<file path="src/rtl/nn_pkg.sv">
// nn_pkg: shared FSM states, FP32 constants and PE header payload layout for the layer sequencer
package nn_pkg;
  localparam int CNT_W = 10;
  localparam logic [31:0] FP32_ZERO = 32'h0000_0000;
  typedef enum logic [2:0] {IDLE, HEAD, STREAM, WAIT, WRITE, FIN} state_t;
  typedef struct packed {
    logic [31-CNT_W:0] rsvd;
    logic [CNT_W-1:0]  n;
  } head_t;
  function automatic logic [31:0] head_word(input logic [CNT_W-1:0] n);
    head_t h;
    h.rsvd = '0;
    h.n = n;
    return h;
  endfunction
endpackage

</file>
<file path="src/rtl/pe_layer_sequencer_if.sv">
// pe_layer_sequencer_if: memory, PE and output-buffer bus between the sequencer (master) and datapath (slave)
//   w/x/b_addr, w/x/b_rdata : synchronous memory reads (data one cycle after address)
//   pe_w/x/b, pe_head, pe_count, pe_out, pe_done : PE operand stream and result
//   out_we, out_addr, out_data : output activation buffer write port
interface pe_layer_sequencer_if import nn_pkg::*; #(parameter int WA_W = 17);
  logic [WA_W-1:0]  w_addr;
  logic [CNT_W-1:0] x_addr;
  logic [7:0]       b_addr;
  logic [31:0]      w_rdata, x_rdata, b_rdata;
  logic [31:0]      pe_w, pe_x, pe_b, pe_out;
  logic             pe_head, pe_done;
  logic [CNT_W-1:0] pe_count;
  logic             out_we;
  logic [7:0]       out_addr;
  logic [31:0]      out_data;
  modport master (
    output w_addr, x_addr, b_addr, pe_w, pe_x, pe_b, pe_head, pe_count, out_we, out_addr, out_data,
    input  w_rdata, x_rdata, b_rdata, pe_out, pe_done
  );
  modport slave (
    input  w_addr, x_addr, b_addr, pe_w, pe_x, pe_b, pe_head, pe_count, out_we, out_addr, out_data,
    output w_rdata, x_rdata, b_rdata, pe_out, pe_done
  );
endinterface

</file>
<file path="src/rtl/seq_addr_gen.sv">
// seq_addr_gen: neuron (j) and stream (k) counters plus running weight/input read addresses
//   load : start of layer, clears everything; advance : next neuron, base += n
//   in_head/in_stream : current FSM phase; j doubles as bias address and output address
module seq_addr_gen import nn_pkg::*; #(parameter int WA_W = 17) (
  input  logic             clock,
  input  logic             reset,
  input  logic             load,
  input  logic             advance,
  input  logic             in_head,
  input  logic             in_stream,
  input  logic [CNT_W-1:0] n,
  output logic [7:0]       j,
  output logic [CNT_W-1:0] k,
  output logic [CNT_W-1:0] x_addr,
  output logic [WA_W-1:0]  w_addr
);
  logic [WA_W-1:0] base, nxt_base;
  assign nxt_base = base + WA_W'(n);
  // Addresses run one ahead of k so read data lines up with stream index k
  always_ff @(posedge clock or posedge reset)
    if (reset) begin
      j <= '0;
      k <= '0;
      x_addr <= '0;
      w_addr <= '0;
      base <= '0;
    end else begin
      if (load) begin
        j <= '0;
        base <= '0;
        w_addr <= '0;
        x_addr <= '0;
      end else if (advance) begin
        j <= j + 8'd1;
        base <= nxt_base;
        w_addr <= nxt_base;
        x_addr <= '0;
      end else if (in_head || in_stream) begin
        w_addr <= w_addr + WA_W'(1);
        x_addr <= x_addr + CNT_W'(1);
      end
      k <= in_head ? '0 : in_stream ? k + CNT_W'(1) : k;
    end
endmodule

</file>
<file path="src/rtl/pe_layer_sequencer.sv">
// pe_layer_sequencer: steps one PE through every neuron of a fully connected layer
//   clock/reset : clock, async active-high reset
//   start, cfg_n_inputs, cfg_n_neurons : layer launch and size
//   busy, done, err : status; done/err are one-cycle pulses
//   bus : memory reads, PE operand stream and output buffer writes
module pe_layer_sequencer import nn_pkg::*; #(
  parameter int N_MAX   = 784,
  parameter int M_MAX   = 128,
  parameter int WA_W    = 17,
  parameter int TIMEOUT = 64
) (
  input  logic             clock,
  input  logic             reset,
  input  logic             start,
  input  logic [CNT_W-1:0] cfg_n_inputs,
  input  logic [7:0]       cfg_n_neurons,
  output logic             busy,
  output logic             done,
  output logic             err,
  pe_layer_sequencer_if.master bus
);
  localparam int TW = $clog2(TIMEOUT + 1);
  state_t state, nxt;
  logic [CNT_W-1:0] n_r, k, x_addr;
  logic [7:0] m_r, j;
  logic [WA_W-1:0] w_addr;
  logic [TW-1:0] wait_cnt;
  logic [31:0] pe_b;
  logic err_n, load, advance, bad;
  assign bad = cfg_n_inputs == '0 || cfg_n_inputs > CNT_W'(N_MAX) ||
               cfg_n_neurons == '0 || cfg_n_neurons > 8'(M_MAX);
  seq_addr_gen #(.WA_W(WA_W)) u_addr (
    .clock(clock), .reset(reset), .load(load), .advance(advance),
    .in_head(state == HEAD), .in_stream(state == STREAM), .n(n_r),
    .j(j), .k(k), .x_addr(x_addr), .w_addr(w_addr)
  );
  always_comb begin
    nxt = state;
    err_n = 1'b0;
    load = 1'b0;
    advance = 1'b0;
    case (state)
      IDLE: if (start) begin
        err_n = bad;
        load = !bad;
        nxt = bad ? IDLE : HEAD;
      end
      HEAD: nxt = STREAM;
      STREAM: nxt = (k == n_r - CNT_W'(1)) ? WAIT : STREAM;
      WAIT: if (bus.pe_done) nxt = WRITE;
        else if (wait_cnt == TW'(TIMEOUT - 1)) begin
          err_n = 1'b1;
          nxt = IDLE;
        end
      WRITE: begin
        advance = j != m_r - 8'd1;
        nxt = advance ? HEAD : FIN;
      end
      FIN: nxt = IDLE;
      default: nxt = IDLE;
    endcase
  end
  always_ff @(posedge clock or posedge reset)
    if (reset) begin
      state <= IDLE;
      n_r <= '0;
      m_r <= '0;
      wait_cnt <= '0;
      pe_b <= FP32_ZERO;
      err <= 1'b0;
    end else begin
      state <= nxt;
      err <= err_n;
      if (load) begin
        n_r <= cfg_n_inputs;
        m_r <= cfg_n_neurons;
      end
      wait_cnt <= (state == WAIT) ? wait_cnt + TW'(1) : '0;
      // Bias read issued in HEAD lands during the first STREAM cycle
      if (state == STREAM && k == '0) pe_b <= bus.b_rdata;
    end
  assign busy = state != IDLE;
  assign done = state == FIN;
  assign bus.w_addr = w_addr;
  assign bus.x_addr = x_addr;
  assign bus.b_addr = j;
  assign bus.pe_head = state == HEAD;
  assign bus.pe_w = (state == STREAM) ? bus.w_rdata : FP32_ZERO;
  assign bus.pe_x = (state == HEAD) ? head_word(n_r) : (state == STREAM) ? bus.x_rdata : FP32_ZERO;
  assign bus.pe_count = (state == STREAM) ? k : '0;
  assign bus.pe_b = pe_b;
  assign bus.out_we = state == WRITE;
  assign bus.out_addr = (state == WRITE) ? j : '0;
  assign bus.out_data = (state == WRITE) ? bus.pe_out : FP32_ZERO;
endmodule
</file>
<file path="src/flat_wrapper.sv">
// flat-port wrapper written by rule: the top's interface ports become plain ports
module pe_layer_sequencer_flat import nn_pkg::*;
#(
  parameter int N_MAX   = 784,
  parameter int M_MAX   = 128,
  parameter int WA_W    = 17,
  parameter int TIMEOUT = 64
)
  (clock, reset, start, cfg_n_inputs, cfg_n_neurons, busy, done, err, bus_w_addr, bus_x_addr, bus_b_addr, bus_pe_w, bus_pe_x, bus_pe_b, bus_pe_head, bus_pe_count, bus_out_we, bus_out_addr, bus_out_data, bus_w_rdata, bus_x_rdata, bus_b_rdata, bus_pe_out, bus_pe_done);
  pe_layer_sequencer_if #(.WA_W(WA_W)) bus_i ();
  input  logic clock;
  input  logic reset;
  input  logic start;
  input  logic [CNT_W-1:0] cfg_n_inputs;
  input  logic [7:0] cfg_n_neurons;
  output logic busy;
  output logic done;
  output logic err;
  output wire logic [$bits(bus_i.w_addr)-1:0] bus_w_addr;
  output wire logic [$bits(bus_i.x_addr)-1:0] bus_x_addr;
  output wire logic [$bits(bus_i.b_addr)-1:0] bus_b_addr;
  output wire logic [$bits(bus_i.pe_w)-1:0] bus_pe_w;
  output wire logic [$bits(bus_i.pe_x)-1:0] bus_pe_x;
  output wire logic [$bits(bus_i.pe_b)-1:0] bus_pe_b;
  output wire logic [$bits(bus_i.pe_head)-1:0] bus_pe_head;
  output wire logic [$bits(bus_i.pe_count)-1:0] bus_pe_count;
  output wire logic [$bits(bus_i.out_we)-1:0] bus_out_we;
  output wire logic [$bits(bus_i.out_addr)-1:0] bus_out_addr;
  output wire logic [$bits(bus_i.out_data)-1:0] bus_out_data;
  input wire logic [$bits(bus_i.w_rdata)-1:0] bus_w_rdata;
  input wire logic [$bits(bus_i.x_rdata)-1:0] bus_x_rdata;
  input wire logic [$bits(bus_i.b_rdata)-1:0] bus_b_rdata;
  input wire logic [$bits(bus_i.pe_out)-1:0] bus_pe_out;
  input wire logic [$bits(bus_i.pe_done)-1:0] bus_pe_done;
  assign bus_w_addr = bus_i.w_addr;
  assign bus_x_addr = bus_i.x_addr;
  assign bus_b_addr = bus_i.b_addr;
  assign bus_pe_w = bus_i.pe_w;
  assign bus_pe_x = bus_i.pe_x;
  assign bus_pe_b = bus_i.pe_b;
  assign bus_pe_head = bus_i.pe_head;
  assign bus_pe_count = bus_i.pe_count;
  assign bus_out_we = bus_i.out_we;
  assign bus_out_addr = bus_i.out_addr;
  assign bus_out_data = bus_i.out_data;
  assign bus_i.w_rdata = bus_w_rdata;
  assign bus_i.x_rdata = bus_x_rdata;
  assign bus_i.b_rdata = bus_b_rdata;
  assign bus_i.pe_out = bus_pe_out;
  assign bus_i.pe_done = bus_pe_done;
  pe_layer_sequencer #(.N_MAX(N_MAX), .M_MAX(M_MAX), .WA_W(WA_W), .TIMEOUT(TIMEOUT)) u_core (.clock(clock), .reset(reset), .start(start), .cfg_n_inputs(cfg_n_inputs), .cfg_n_neurons(cfg_n_neurons), .busy(busy), .done(done), .err(err), .bus(bus_i));
endmodule
</file>
<file path="config.mk">
export PLATFORM = sky130hd
export DESIGN_NAME = pe_layer_sequencer_flat
export DESIGN_NICKNAME = d
export VERILOG_FILES = /design/src/rtl/nn_pkg.sv /design/src/rtl/pe_layer_sequencer_if.sv /design/src/rtl/seq_addr_gen.sv /design/src/rtl/pe_layer_sequencer.sv /design/src/flat_wrapper.sv
export SDC_FILE = /design/constraint.sdc
export NUM_CORES = 1
export LEC_CHECK = 0
export CORE_ASPECT_RATIO = 0.8
export CORE_MARGIN = 5
export CORE_UTILIZATION = 39
export CTS_BUF_LIST = sky130_fd_sc_hd__clkbuf_4 sky130_fd_sc_hd__clkbuf_8 sky130_fd_sc_hd__clkbuf_16
export DETAILED_ROUTE_END_ITERATION = 6
export PLACE_DENSITY = 0.78
export RECOVER_POWER = 25
export SKIP_LAST_GASP = 1
export SLEW_MARGIN = 20
export SYNTH_ARGS = -nofsm -noshare
export SYNTH_HDL_FRONTEND = slang
export SYNTH_HIERARCHICAL = 1
export SYNTH_SLANG_ARGS = --single-unit
export TNS_END_PERCENT = 20
</file>
<file path="constraint.sdc">
create_clock -name clock -period 2.9 [get_ports clock]
set_input_delay 0.29 -clock clock [delete_from_list [all_inputs] [get_ports clock]]
set_output_delay 0.29 -clock clock [all_outputs]
set_load 0.01 [all_outputs]
</file>
==> results of run 1 <==
## synth_stat cells (4+ instances only)
| library cell | count | area, µm² |
|---|---|---|
| dfrtp_1 | 123 | 3078 |
| and2_1 | 68 | 425.4 |
| nor2_1 | 56 | 210.2 |
| nand2_1 | 55 | 206.5 |
| and3_1 | 44 | 275.3 |
| a21oi_1 | 41 | 205.2 |
| xor2_1 | 37 | 324.1 |
| clkbuf_1 | 33 | 123.9 |
| mux2_1 | 33 | 371.6 |
| xnor2_1 | 30 | 262.8 |
| inv_1 | 23 | 86.33 |
| nand4_1 | 22 | 137.6 |
| mux2_2 | 21 | 236.5 |
| nand3_1 | 19 | 95.09 |
| ha_1 | 17 | 212.7 |
| o21ai_0 | 17 | 85.08 |
| a22o_1 | 12 | 105.1 |
| nor3_1 | 12 | 60.06 |
| or3_1 | 11 | 68.82 |
| a211oi_1 | 8 | 60.06 |
| a21o_1 | 6 | 45.04 |
| mux2i_1 | 6 | 60.06 |
| nand2b_1 | 6 | 37.54 |
| nor4_1 | 6 | 37.54 |
| a31oi_1 | 5 | 31.28 |
| nor3b_1 | 5 | 37.54 |
| a311oi_1 | 4 | 35.03 |
| o22ai_1 | 4 | 25.02 |
## worst max-delay path by stage
stage,endpoint
5_1_grt,u_core/u_addr/w_addr[11]
3_5_place_dp,u_core/u_addr/x_addr[8]
3_3_place_gp,u_core/u_addr/x_addr[8]
6_report,u_core/u_addr/x_addr[8]
2_1_floorplan,u_core/u_addr/w_addr[15]
4_1_cts,u_core/u_addr/w_addr[11]
## layout make-up
| cell class | instances | area, µm² | share of cell area |
|---|---|---|---|
| Clock buffer | 19 | 446.7 | 0.03676 |
| Timing Repair Buffer | 384 | 3742 | 0.3080 |
| Sequential cell | 123 | 3078 | 0.2533 |
| Antenna cell | 5 | 12.51 | 0.001030 |
| Tap cell | 258 | 322.8 | 0.02657 |
| Clock inverter | 13 | 261.5 | 0.02152 |
| Inverter | 24 | 90.09 | 0.007413 |
| Multi-Input combinational cell | 591 | 4198 | 0.3454 |
## power by group through the flow
stage	clock [mW]	combinational (mW)	sequential, mW
finish	2.55	5.73	3.07
global route	2.65	6.23	3.17
CTS	2.59	5.74	3.07
detailed placement	0	5.63	3.06
global placement	0	5.53	3.03
floorplan	0	2.87	3.10
## critical path, delay by kind of cell (launching register included)
family	cells	cell delay, ns
and+or+nand+nor	6	1.54
xor gates and xnor gates	1	0.16
DFF	1	0.39
buffers and inverters	1	0.14
AOI/OAI and AO/OA	3	0.54
## registers in the layout, indices dropped and copies added, names as in the netlist
name,flops
u_core/m_r,8
u_core/u_addr/k,10
u_core/u_addr/base,17
u_core/n_r,10
u_core/err,1
u_core/bus.pe_b,32
u_core/u_addr/w_addr,17
u_core/u_addr/j,8
u_core/state,3
u_core/u_addr/x_addr,10
u_core/wait_cnt,7
## kinds of logic (layout without fill, tap and decap cells)
kind of cell / after synthesis / count (layout) / synth area share
AO/OA/AOI/OAI: 120 / 120 / 0.1094
XOR/XNOR: 67 / 67 / 0.07868
adder cells (fa/ha/maj): 18 / 18 / 0.03120
buffers and inverters: 65 / 440 / 0.03875
flip-flops: 123 / 123 / 0.4127
multiplexers: 60 / 60 / 0.08958
other: 0 / 5 / 0
AND/OR/NAND/NOR: 326 / 326 / 0.2397
## metal layers
metal | GRT usage | part of all wire
met3 | 0.06093 | 0.078
met5 | 0 | 0.00050
met1 | 0.2881 | 0.41
met4 | 0.07945 | 0.021
met2 | 0.3930 | 0.49
## timing repair
item                       CTS  global route
pin swaps                    7            10
setup endpoints to repair   36            41
setup buffers                2             3
resized for setup           15             8
gates cloned                 0             0
hold endpoints to repair     0             0
==> flow_summary.toml, run 1 <==
[timing]
tightest_slew_ns = 1.561
setup_viol = 0
tns_ns = 0
period_minus_slack_ns = 2.884
clock_skew_ns = 0.01229
holdWs_ns = 0.4612
fmax_mhz = 346.7
maxSlewViolCount = 63
postLayoutSetupSlackWorst_ns = 0.01586
slew_headroom = -0.04075
rsz0062_at_grt = "yes"
fin_crit_sh = 0.9945
hold_violations = 0

[yosys]
syn_area_um2 = 7458
ys.flop_type = "dfrtp_1"
synthArstFlopShare = 1.000
synth_edf_count = 0
ys_seq_area_frac = 0.4127
syn_inst = 779
synth_cell_types = 66
syn_nets = 947
synth_seq_cells = 123
yosysWarnings = 6
postSynthAreaPerCell_um2 = 9.574

[clock_tree]
cts.htree.levels = 4
clockRootBuffer = "clkbuf_16"
cts_sinks = 123
cts.path.max_buffers = 2
clock_latency_ns = 0.42
numCtsBuffers = 17
cts_hold_buf = 0
clkTransAtPathRegs_ns = 0.06
tritoncts = "built"

[setup_path]
cp-end-kind = "flip-flop"
r2r_cells = 11
rr_startpoint = "u_core/m_r[0]"
required_ns = 3.20
arrival_ns = 3.18
critPathMaxStageDelay_ns = 0.55
regToRegSetupSlack_ns = 0.02
path_max_fanout = 5
crit_top_cell = "or4_4"
startpoint = "u_core/m_r[0]"
r2r-end = "u_core/u_addr/x_addr[8]"
crit_slowest_cell = "or4_4"
crit_chain = "or4_4, or4_4, a2111oi_4, o2111ai_2, and2_4, buf_6, nor2_4, a21oi_2, nand4_1, xor2_1, nor2_1"
crit_type = "reg -> reg"
start_kind = "flip-flop"

[route]
vias_per_cell = 5.116
wl_per_cell_um = 18.51
drt_iter0_drc = 536
drc_errors = 0
drt_wl_total_um = 26220
ant_nets = 0
vias = 7250
first_pass_iters = 4

[global_route]
grt_pass1_vias = 7188
overflow = 0
antenna_found_initial = 6
grt_max_degree = 68
grt_first_pass_wirelength_um = 40270
track_usage = 0.2326

[finish]
finish.net_count = 1309
instances_no_fill = 1417
final_cell_mix = "334 x clkdlybuf4s50_1, 123 x dfrtp_1, 67 x and2_1, 54 x nand2_1, 53 x nor2_1"
syn_to_final_growth_pct = 62.93
design_area_um2 = 12150
layout_commonest_cell = "clkdlybuf4s50_1"
fin_util = 0.6442
nFillCells = 1532
drive_gt1_frac = 0.1135

[pwr]
total_power_mw = 11.35
ir_drop_uv = 522.2
power_leakage_nw = 5.178
p_sw_frac = 0.3665
powerDensity_nw_per_um2 = 934.0
power_frac_comb = 0.505
p_clk_frac = 0.225
power_frac_seq = 0.270
power.switching_mw = 4.159
internal_power_mw = 7.190

[status]
outcome = "finished, violations left"
failed_checks = "capacitance limit, slew limit"

[hold_path]
min_to = "u_core/wait_cnt[0]"
hold_start = "u_core/wait_cnt[0]"
min_path_type = "reg -> reg"
holdPathStages = 1

[flow_run]
max_cap_viol_count = 1

[placed_design]
dp_hpwl_um = 20270
place_area_um2 = 11310
dp_cells = 1375
place.gp.congestion = 0.8683
place_ws_ns = -0.2582
place.port_buffers = 335

[floorplanning]
die_width_um = 164.6
design.core.area_um2 = 18860
placement_rows = 45
ios = 336
die_area_um2 = 22010
die_h_um = 133.7
start_util = 0.3954
Note: power is estimated with default switching activity, not from simulation.
==> inputs of run 2 (changes only) <==
--- a/config.mk
+++ b/config.mk
@@ -12,6 +12,7 @@
 export DETAILED_ROUTE_END_ITERATION = 6
 export PLACE_DENSITY = 0.78
 export RECOVER_POWER = 25
+export SKIP_CTS_REPAIR_TIMING = 1
 export SKIP_LAST_GASP = 1
 export SLEW_MARGIN = 20
 export SYNTH_ARGS = -nofsm -noshare
==> run 2 against run 1 <==
  * Die area unchanged
  * Global-route usage decreased by 0.073 points
  * Clock power about the same
  * Clock-buffer cell count unchanged
  * Via count decreased by 0.54%
  * Critical endpoint is now u_core/u_addr/base[11]
  * Critical path depth decreased by 1
  * Register-to-register slack got worse by 0.09 ns
  * Final cell count decreased by 0.28%
  * Core utilization decreased by 0.36 points
  * The flow finishes with violations (capacitance limit, slew limit, setup timing)
==> flow_summary.toml, run 2 (synthesized netlist as in run 1, its figures left out) <==
[timing]
period_minus_slack_ns = 2.972
maxSlewViolCount = 63
postLayoutSetupSlackWorst_ns = -0.07175
fmax_mhz = 336.5
slew_headroom = -0.04003
setup_viol = 12
tightest_slew_ns = 1.560
holdWs_ns = 0.4607
clock_skew_ns = 0.01156
rsz0062_at_grt = "yes"
fin_crit_sh = 1.025
hold_violations = 0

[clock_tree]
tritoncts = "built"
clkTransAtPathRegs_ns = 0.06
cts_sinks = 123
cts.htree.levels = 4
cts.path.max_buffers = 2
numCtsBuffers = 17
clock_latency_ns = 0.42
clockRootBuffer = "clkbuf_16"

[floorplanning]
ios = 336
design.core.area_um2 = 18860
placement_rows = 45
start_util = 0.3954
die_width_um = 164.6
die_area_um2 = 22010
die_h_um = 133.7

[global_route]
antenna_found_initial = 6
track_usage = 0.2319
grt_first_pass_wirelength_um = 40110
overflow = 0
grt_pass1_vias = 7168
grt_max_degree = 68

[flow_run]
max_cap_viol_count = 1

[route]
wl_per_cell_um = 18.47
drc_errors = 0
ant_nets = 0
vias_per_cell = 5.103
drt_wl_total_um = 26100
first_pass_iters = 5
vias = 7211
drt_iter0_drc = 522

[finish]
layout_commonest_cell = "clkdlybuf4s50_1"
largest_reg_flops = 32
reg_top3 = "u_core/bus.pe_b (32), u_core/u_addr/base (17), u_core/u_addr/w_addr (17)"
finish.net_count = 1305
syn_to_final_growth_pct = 62.00
drive_gt1_frac = 0.1078
final_cell_mix = "334 x clkdlybuf4s50_1, 123 x dfrtp_1, 67 x and2_1, 54 x nand2_1, 54 x nor2_1"
top_register = "u_core/bus.pe_b"

[placed_design]
dp_hpwl_um = 20270
place.gp.congestion = 0.8683
place.port_buffers = 335

[setup_path]
crit_type = "reg -> reg"
crit_chain = "or4_4, or4_4, a2111oi_4, o2111ai_2, and2_4, buf_4, buf_4, nand2_2, a21oi_1, mux2_2"
critPathMaxStageDelay_ns = 0.55
rr_startpoint = "u_core/m_r[0]"
start_kind = "flip-flop"
crit_slowest_cell = "or4_4"
cp-end-kind = "flip-flop"
path_delay_family = "simple AND/OR/NAND/NOR gates"
startpoint = "u_core/m_r[0]"
critPathBufInv = 2
required_ns = 3.20
path_max_fanout = 5
arrival_ns = 3.27

[status]
outcome = "finished, violations left"
failed_checks = "capacitance limit, slew limit, setup timing"

[pwr]
powerDensity_nw_per_um2 = 935.2
ir_drop_uv = 517.8
power_leakage_nw = 5.137
total_power_mw = 11.30

[hold_path]
hold_start = "u_core/wait_cnt[0]"
min_path_type = "reg -> reg"
run 2: cell count changes in the layout (fill, tap and decap cells not counted):
cell,delta
a21oi_1,+2
a21oi_2,-2
buf_6,-4
nand2_2,+1
nand2_4,-1
nor2_1,+1
nor2_2,-1
o31ai_2,+1
o31ai_4,-1
run 2: power breakdown:
part           switching (mW)  leakage [nW]  internal [mW]
logic                    2.63          3.22           3.06
registers               0.694          1.57           2.37
clock network           0.805         0.342           1.74
run 2: final cells by class:
class / instances / area [µm²]
Fill cell: 1543 / 6779
Timing Repair Buffer: 380 / 3697
Clock buffer: 19 / 446.7
Multi-Input combinational cell: 591 / 4174
Antenna cell: 5 / 12.51
Clock inverter: 13 / 261.5
Inverter: 24 / 90.09
Sequential cell: 123 / 3078
Tap cell: 258 / 322.8
run 2: path summary, 6_finish.rpt:
path | slack, ns | end | cells past startpoint
worst max-delay path | -0.07 | u_core/u_addr/base[11] | 10
worst min-delay path | 0.46 | u_core/wait_cnt[0] | 1
worst max register to register | -0.07 | u_core/u_addr/base[11] | 10
worst min register to register | 0.46 | u_core/wait_cnt[0] | 1
max in group asynchronous | 1.06 | u_core/bus.pe_b[16] | 3
min in group asynchronous | 0.59 | u_core/m_r[1] | 2
run 2: per-layer routing:
metal  wire length [µm]  global-route usage
met1              10540              0.2871
met2              12920              0.3917
met3               2074             0.06093
met4                552             0.07945
met5                 13                   0
run 2: metrics by stage:
stage               std cells  setup TNS, ns    util  setup WS, ns  cell area (µm²)
floorplan                 779       -0.09073       -      -0.02809             7470
CTS                      1407         -4.372  0.6373       -0.2791            12020
global route             1413         -3.820  0.6406       -0.2316            12080
detailed placement       1375         -3.806  0.5997       -0.2582            11310
global placement         1375         -1.574  0.5997       -0.1603            11310
finish                   1413        -0.4036  0.6406      -0.07175            12080
==> inputs of run 3 (changes only) <==
--- a/config.mk
+++ b/config.mk
@@ -9,6 +9,7 @@
 export CORE_MARGIN = 5
 export CORE_UTILIZATION = 39
 export CTS_BUF_LIST = sky130_fd_sc_hd__clkbuf_4 sky130_fd_sc_hd__clkbuf_8 sky130_fd_sc_hd__clkbuf_16
+export CTS_CLUSTER_SIZE = 12
 export DETAILED_ROUTE_END_ITERATION = 6
 export PLACE_DENSITY = 0.78
 export RECOVER_POWER = 25
==> results of run 3 <==
Same layout as run 2: the final DEF is identical, and so are final timing and power.
==> variant 1, RTL diff (settings of run 1) <==
Put a register stage on the outputs `busy` and `done`, with the module's reset. The values now appear one clock later. The other outputs are not delayed to match. Comments in the files are not updated.
--- a/src/rtl/pe_layer_sequencer.sv
+++ b/src/rtl/pe_layer_sequencer.sv
@@ -79,8 +79,15 @@
       // Bias read issued in HEAD lands during the first STREAM cycle
       if (state == STREAM && k == '0) pe_b <= bus.b_rdata;
     end
-  assign busy = state != IDLE;
-  assign done = state == FIN;
+  always_ff @(posedge clock or posedge reset) begin
+    if (reset) begin
+      busy <= '0;
+      done <= '0;
+    end else begin
+      busy <= state != IDLE;
+      done <= state == FIN;
+    end
+  end
   assign bus.w_addr = w_addr;
   assign bus.x_addr = x_addr;
   assign bus.b_addr = j;
Behaviour: not the same (Yosys sat finds a counterexample within 4 cycles, from zero or initial values and one cycle with reset high).
==> variant 1 against run 1 <==
Total power decreased by 2.4%; synthesized cell count up 0.26%; sequential power rose by 1%; highest routed layer is now met4; hold slack about the same; final area shrank 0.88%; sequential cell count rose by 2; the run ends with max-capacitance violations, max-slew violations, negative setup slack left; routed wire length grew 9.3%; die area increased by 0.63%; synthesized area rose by 0.67%; setup slack got worse by 0.026 ns.
==> variant 1: results (changes against run 1) <==
metric,value,unit,change
status,finished with violations,,
violations,"max-capacitance violations, max-slew violations, negative setup slack",,
fin_cells,1418,,+0.071%
tightestPinTransition,1.53,ns,-0.0299 ns
synth_common_cells,"125 x dfrtp_1, 68 x and2_1, 56 x nor2_1, 55 x nand2_1, 44 x and3_1",,
place_area,11300,um2,+0.33%
synth-xor-area-share,7.82,%,-0.052 points
dr_wl_met2,14000,um,+8.3%
setup_tns,-0.0106,ns,-0.0106 ns
grt_max_degree,85,,+25%
synth_area_leaders,"dfrtp_1 42%, and2_1 5.7%, mux2_1 4.9%",,
cap_violations,1,,unchanged
setup_violations,1,,+1
grt_use_met3,7.10,%,+1.0 points
setup_slack,-0.0106,ns,-0.0265 ns
peakVddDrop,584,uV,+12%
synth-compound-area-share,10.9,%,-0.073 points
cts_resized,7,,-8
dp_hpwl,22800,um,+13%
avgSynthCellArea,9.61,um2,+0.41%
top_layer_used,met4,,
p_comb_share,52.4,%,+1.9 points
slew_viol_final,63,,unchanged
cts_setup_buffers,1,,-1
power_leakage,5.14,nW,-0.77%
use_met1,30.6,%,+1.8 points
power_frac_seq,28.1,%,+1.1 points
pre_cts_ws,-0.168,ns,+0.0903 ns
synth.area.mux_share,8.90,%,-0.060 points
hp-class,in2reg,,
num_vias,7417,,+2.3%
crit_path_max_fanout,6,,+1
## variant 1: cell type report
class / instances / area share, %
diodes: 6 / 0.125
clock buffers: 17 / 3.53
clock inverters: 15 / 1.43
inverters: 24 / 0.748
multi-input cells: 591 / 34.5
flip-flops and latches: 125 / 26.0
well taps: 258 / 2.68
repair buffers: 382 / 31.0
## variant 1: worst paths after layout
| kind | end | slack [ns] |
|---|---|---|
| setup / recovery | u_core/u_addr/w_addr[15]$_DFFE_PP0P_ | -0.01 |
| hold reg to reg | u_core/wait_cnt[0]$_DFF_PP0_ | 0.47 |
| min in group asynchronous | u_core/bus.pe_b[16]$_DFFE_PP0P_ | 0.59 |
| hold / removal | u_core/bus.pe_b[31]$_DFFE_PP0P_ | 0.46 |
| setup reg to reg | u_core/u_addr/w_addr[15]$_DFFE_PP0P_ | -0.01 |
| max in group asynchronous | u_core/state[1]$_DFFE_PP0P_ | 1.03 |
==> variant 2, RTL diff (flow settings as in run 1) <==
Made on the original files. `TIMEOUT` is set to 64 in 2 places; all go to 128.
--- a/src/rtl/pe_layer_sequencer.sv
+++ b/src/rtl/pe_layer_sequencer.sv
@@ -7,7 +7,7 @@
   parameter int N_MAX   = 784,
   parameter int M_MAX   = 128,
   parameter int WA_W    = 17,
-  parameter int TIMEOUT = 64
+  parameter int TIMEOUT = 128
 ) (
   input  logic             clock,
   input  logic             reset,
--- a/src/flat_wrapper.sv
+++ b/src/flat_wrapper.sv
@@ -4,7 +4,7 @@
   parameter int N_MAX   = 784,
   parameter int M_MAX   = 128,
   parameter int WA_W    = 17,
-  parameter int TIMEOUT = 64
+  parameter int TIMEOUT = 128
 )
   (clock, reset, start, cfg_n_inputs, cfg_n_neurons, busy, done, err, bus_w_addr, bus_x_addr, bus_b_addr, bus_pe_w, bus_pe_x, bus_pe_b, bus_pe_head, bus_pe_count, bus_out_we, bus_out_addr, bus_out_data, bus_w_rdata, bus_x_rdata, bus_b_rdata, bus_pe_out, bus_pe_done);
   pe_layer_sequencer_if #(.WA_W(WA_W)) bus_i ();
Check against the original RTL: no difference found for any inputs over 4 cycles, from zero or initial values and one cycle with reset high; that may be too few to reach the edited logic, so the function may still have changed.
==> variant 2 against run 1 <==
The flow still finishes with violations (max-capacitance violations, max-slew violations); synthesized area rose by 0.59%; final area fell by 2.6%; setup slack improved by 0.11 ns; clock power fell by 15%; total power fell by 8.2%; sequential cell count rose by 1; routed wire length rose by 2.7%; highest routed layer is now met4; largest power group unchanged.
==> variant 2: results (changes against run 1) <==
metric,value,unit,change
grt_util_met2,37.1,%,-2.2 points
route.met3.wl,2160,um,+5.1%
fin_skew,0.0120,ns,-0.000241 ns
viasPerCell,5.22,,+2.0%
reg2reg_to,u_core/u_addr/w_addr[15]$_DFFE_PP0P_,,
synth_common_cells,"124 x dfrtp_1, 69 x and2_1, 60 x nor2_1, 54 x nand2_1, 47 x and3_1",,
grt.total_usage,23.9,%,+0.60 points
dr_wl_met2,12600,um,-2.5%
avgRoutedWirePerCell,19.3,um,+4.3%
synth_area_leaders,"dfrtp_1 41%, and2_1 5.8%, mux2_1 5.0%",,
violations,"max-capacitance violations, max-slew violations",,
p_comb_share,50.1,%,-0.4 points
final_layout_size_suffix_gt1_share,8.45,%,-2.9 points
drt_first_pass_iters,5,,+1
gp_congestion,0.903,,+4.0%
grt_use_met3,5.68,%,-0.41 points
slew_viol_final,120,,+90%
hold_slack,0.318,ns,-0.143 ns
cap_violations,3,,+2
pre_cts_ws,0.0888,ns,+0.347 ns
finalPower,10.4,mW,-8.2%
cpLargestDelayFamily,compound AO/OA/AOI/OAI gates,,
p_seq,3.02,mW,-2%
regToRegSetupSlack,0.12,ns,+0.11 ns
fill_cells,1578,,+3.0%
avgSynthCellArea,9.63,um2,+0.59%
power_leakage,5.06,nW,-2.3%
synth_adder_area_share,3.10,%,-0.018 points
worst_ep_arrival_time,3.08,ns,-0.10 ns
crit_path_max_fanout,6,,+1
wl,26900,um,+2.7%
grt_pass1_wl,40800,um,+1.3%
status,finished with violations,,
hp-class,in2async,,
grt_max_degree,86,,+26%
wl_met1,11800,um,+11%
max_slew_margin,-8.71,%,-4.6 points
-- variant 2: cell types whose count changed after synthesis, sizes merged, moves of 3 or more --
| cell | delta |
|---|---|
| nand4 | +3 |
| nor2 | +4 |
| xor2 | +4 |
| and3 | +3 |
| o21ai | +3 |
-- variant 2: kinds of logic (layout without fill, tap and decap cells) --
kind of cell               count (synthesis)  count (layout)
xor gates and xnor gates                  73              73
other                                      0               2
buffers and inverters                     62             419
AOI/OAI and AO/OA                        114             114
and+or+nand+nor                          328             328
DFF                                      124             124
adders and majority gates                 18              18
muxes                                     60              60
-- variant 2: worst max-delay path by stage --
| stage | to | slack (ns) | from |
|---|---|---|---|
| floorplan | u_core/u_addr/base[0]$_DFFE_PP0P_ | 0.21 | u_core/m_r[2]$_DFFE_PP0P_ |
| global placement | u_core/u_addr/x_addr[8]$_DFFE_PP0P_ | 0.13 | cfg_n_inputs[0] |
| detailed placement | u_core/u_addr/x_addr[8]$_DFFE_PP0P_ | 0.09 | cfg_n_inputs[0] |
| CTS | u_core/u_addr/base[15]$_DFFE_PP0P_ | 0.13 | u_core/m_r[0]$_DFFE_PP0P_ |
| global route | u_core/u_addr/w_addr[15]$_DFFE_PP0P_ | -0.09 | u_core/m_r[0]$_DFFE_PP0P_ |
| finish | u_core/u_addr/w_addr[15]$_DFFE_PP0P_ | 0.12 | u_core/m_r[0]$_DFFE_PP0P_ |
-- variant 2: final cells by class --
class,count,share of cell area [%]
multi-input combinational,593,34.9
inverter,22,0.698
clock inverter,14,1.34
antenna,2,0.0423
timing repair buffer,365,30.4
tap,258,2.73
sequential,124,26.2
clock buffer,18,3.71
-- variant 2: timing repair --
item                       in CTS  in global routing
setup buffers                   0                  1
setup endpoints to repair       0                  6
hold buffers                    0                  0
hold endpoints to repair        0                  0
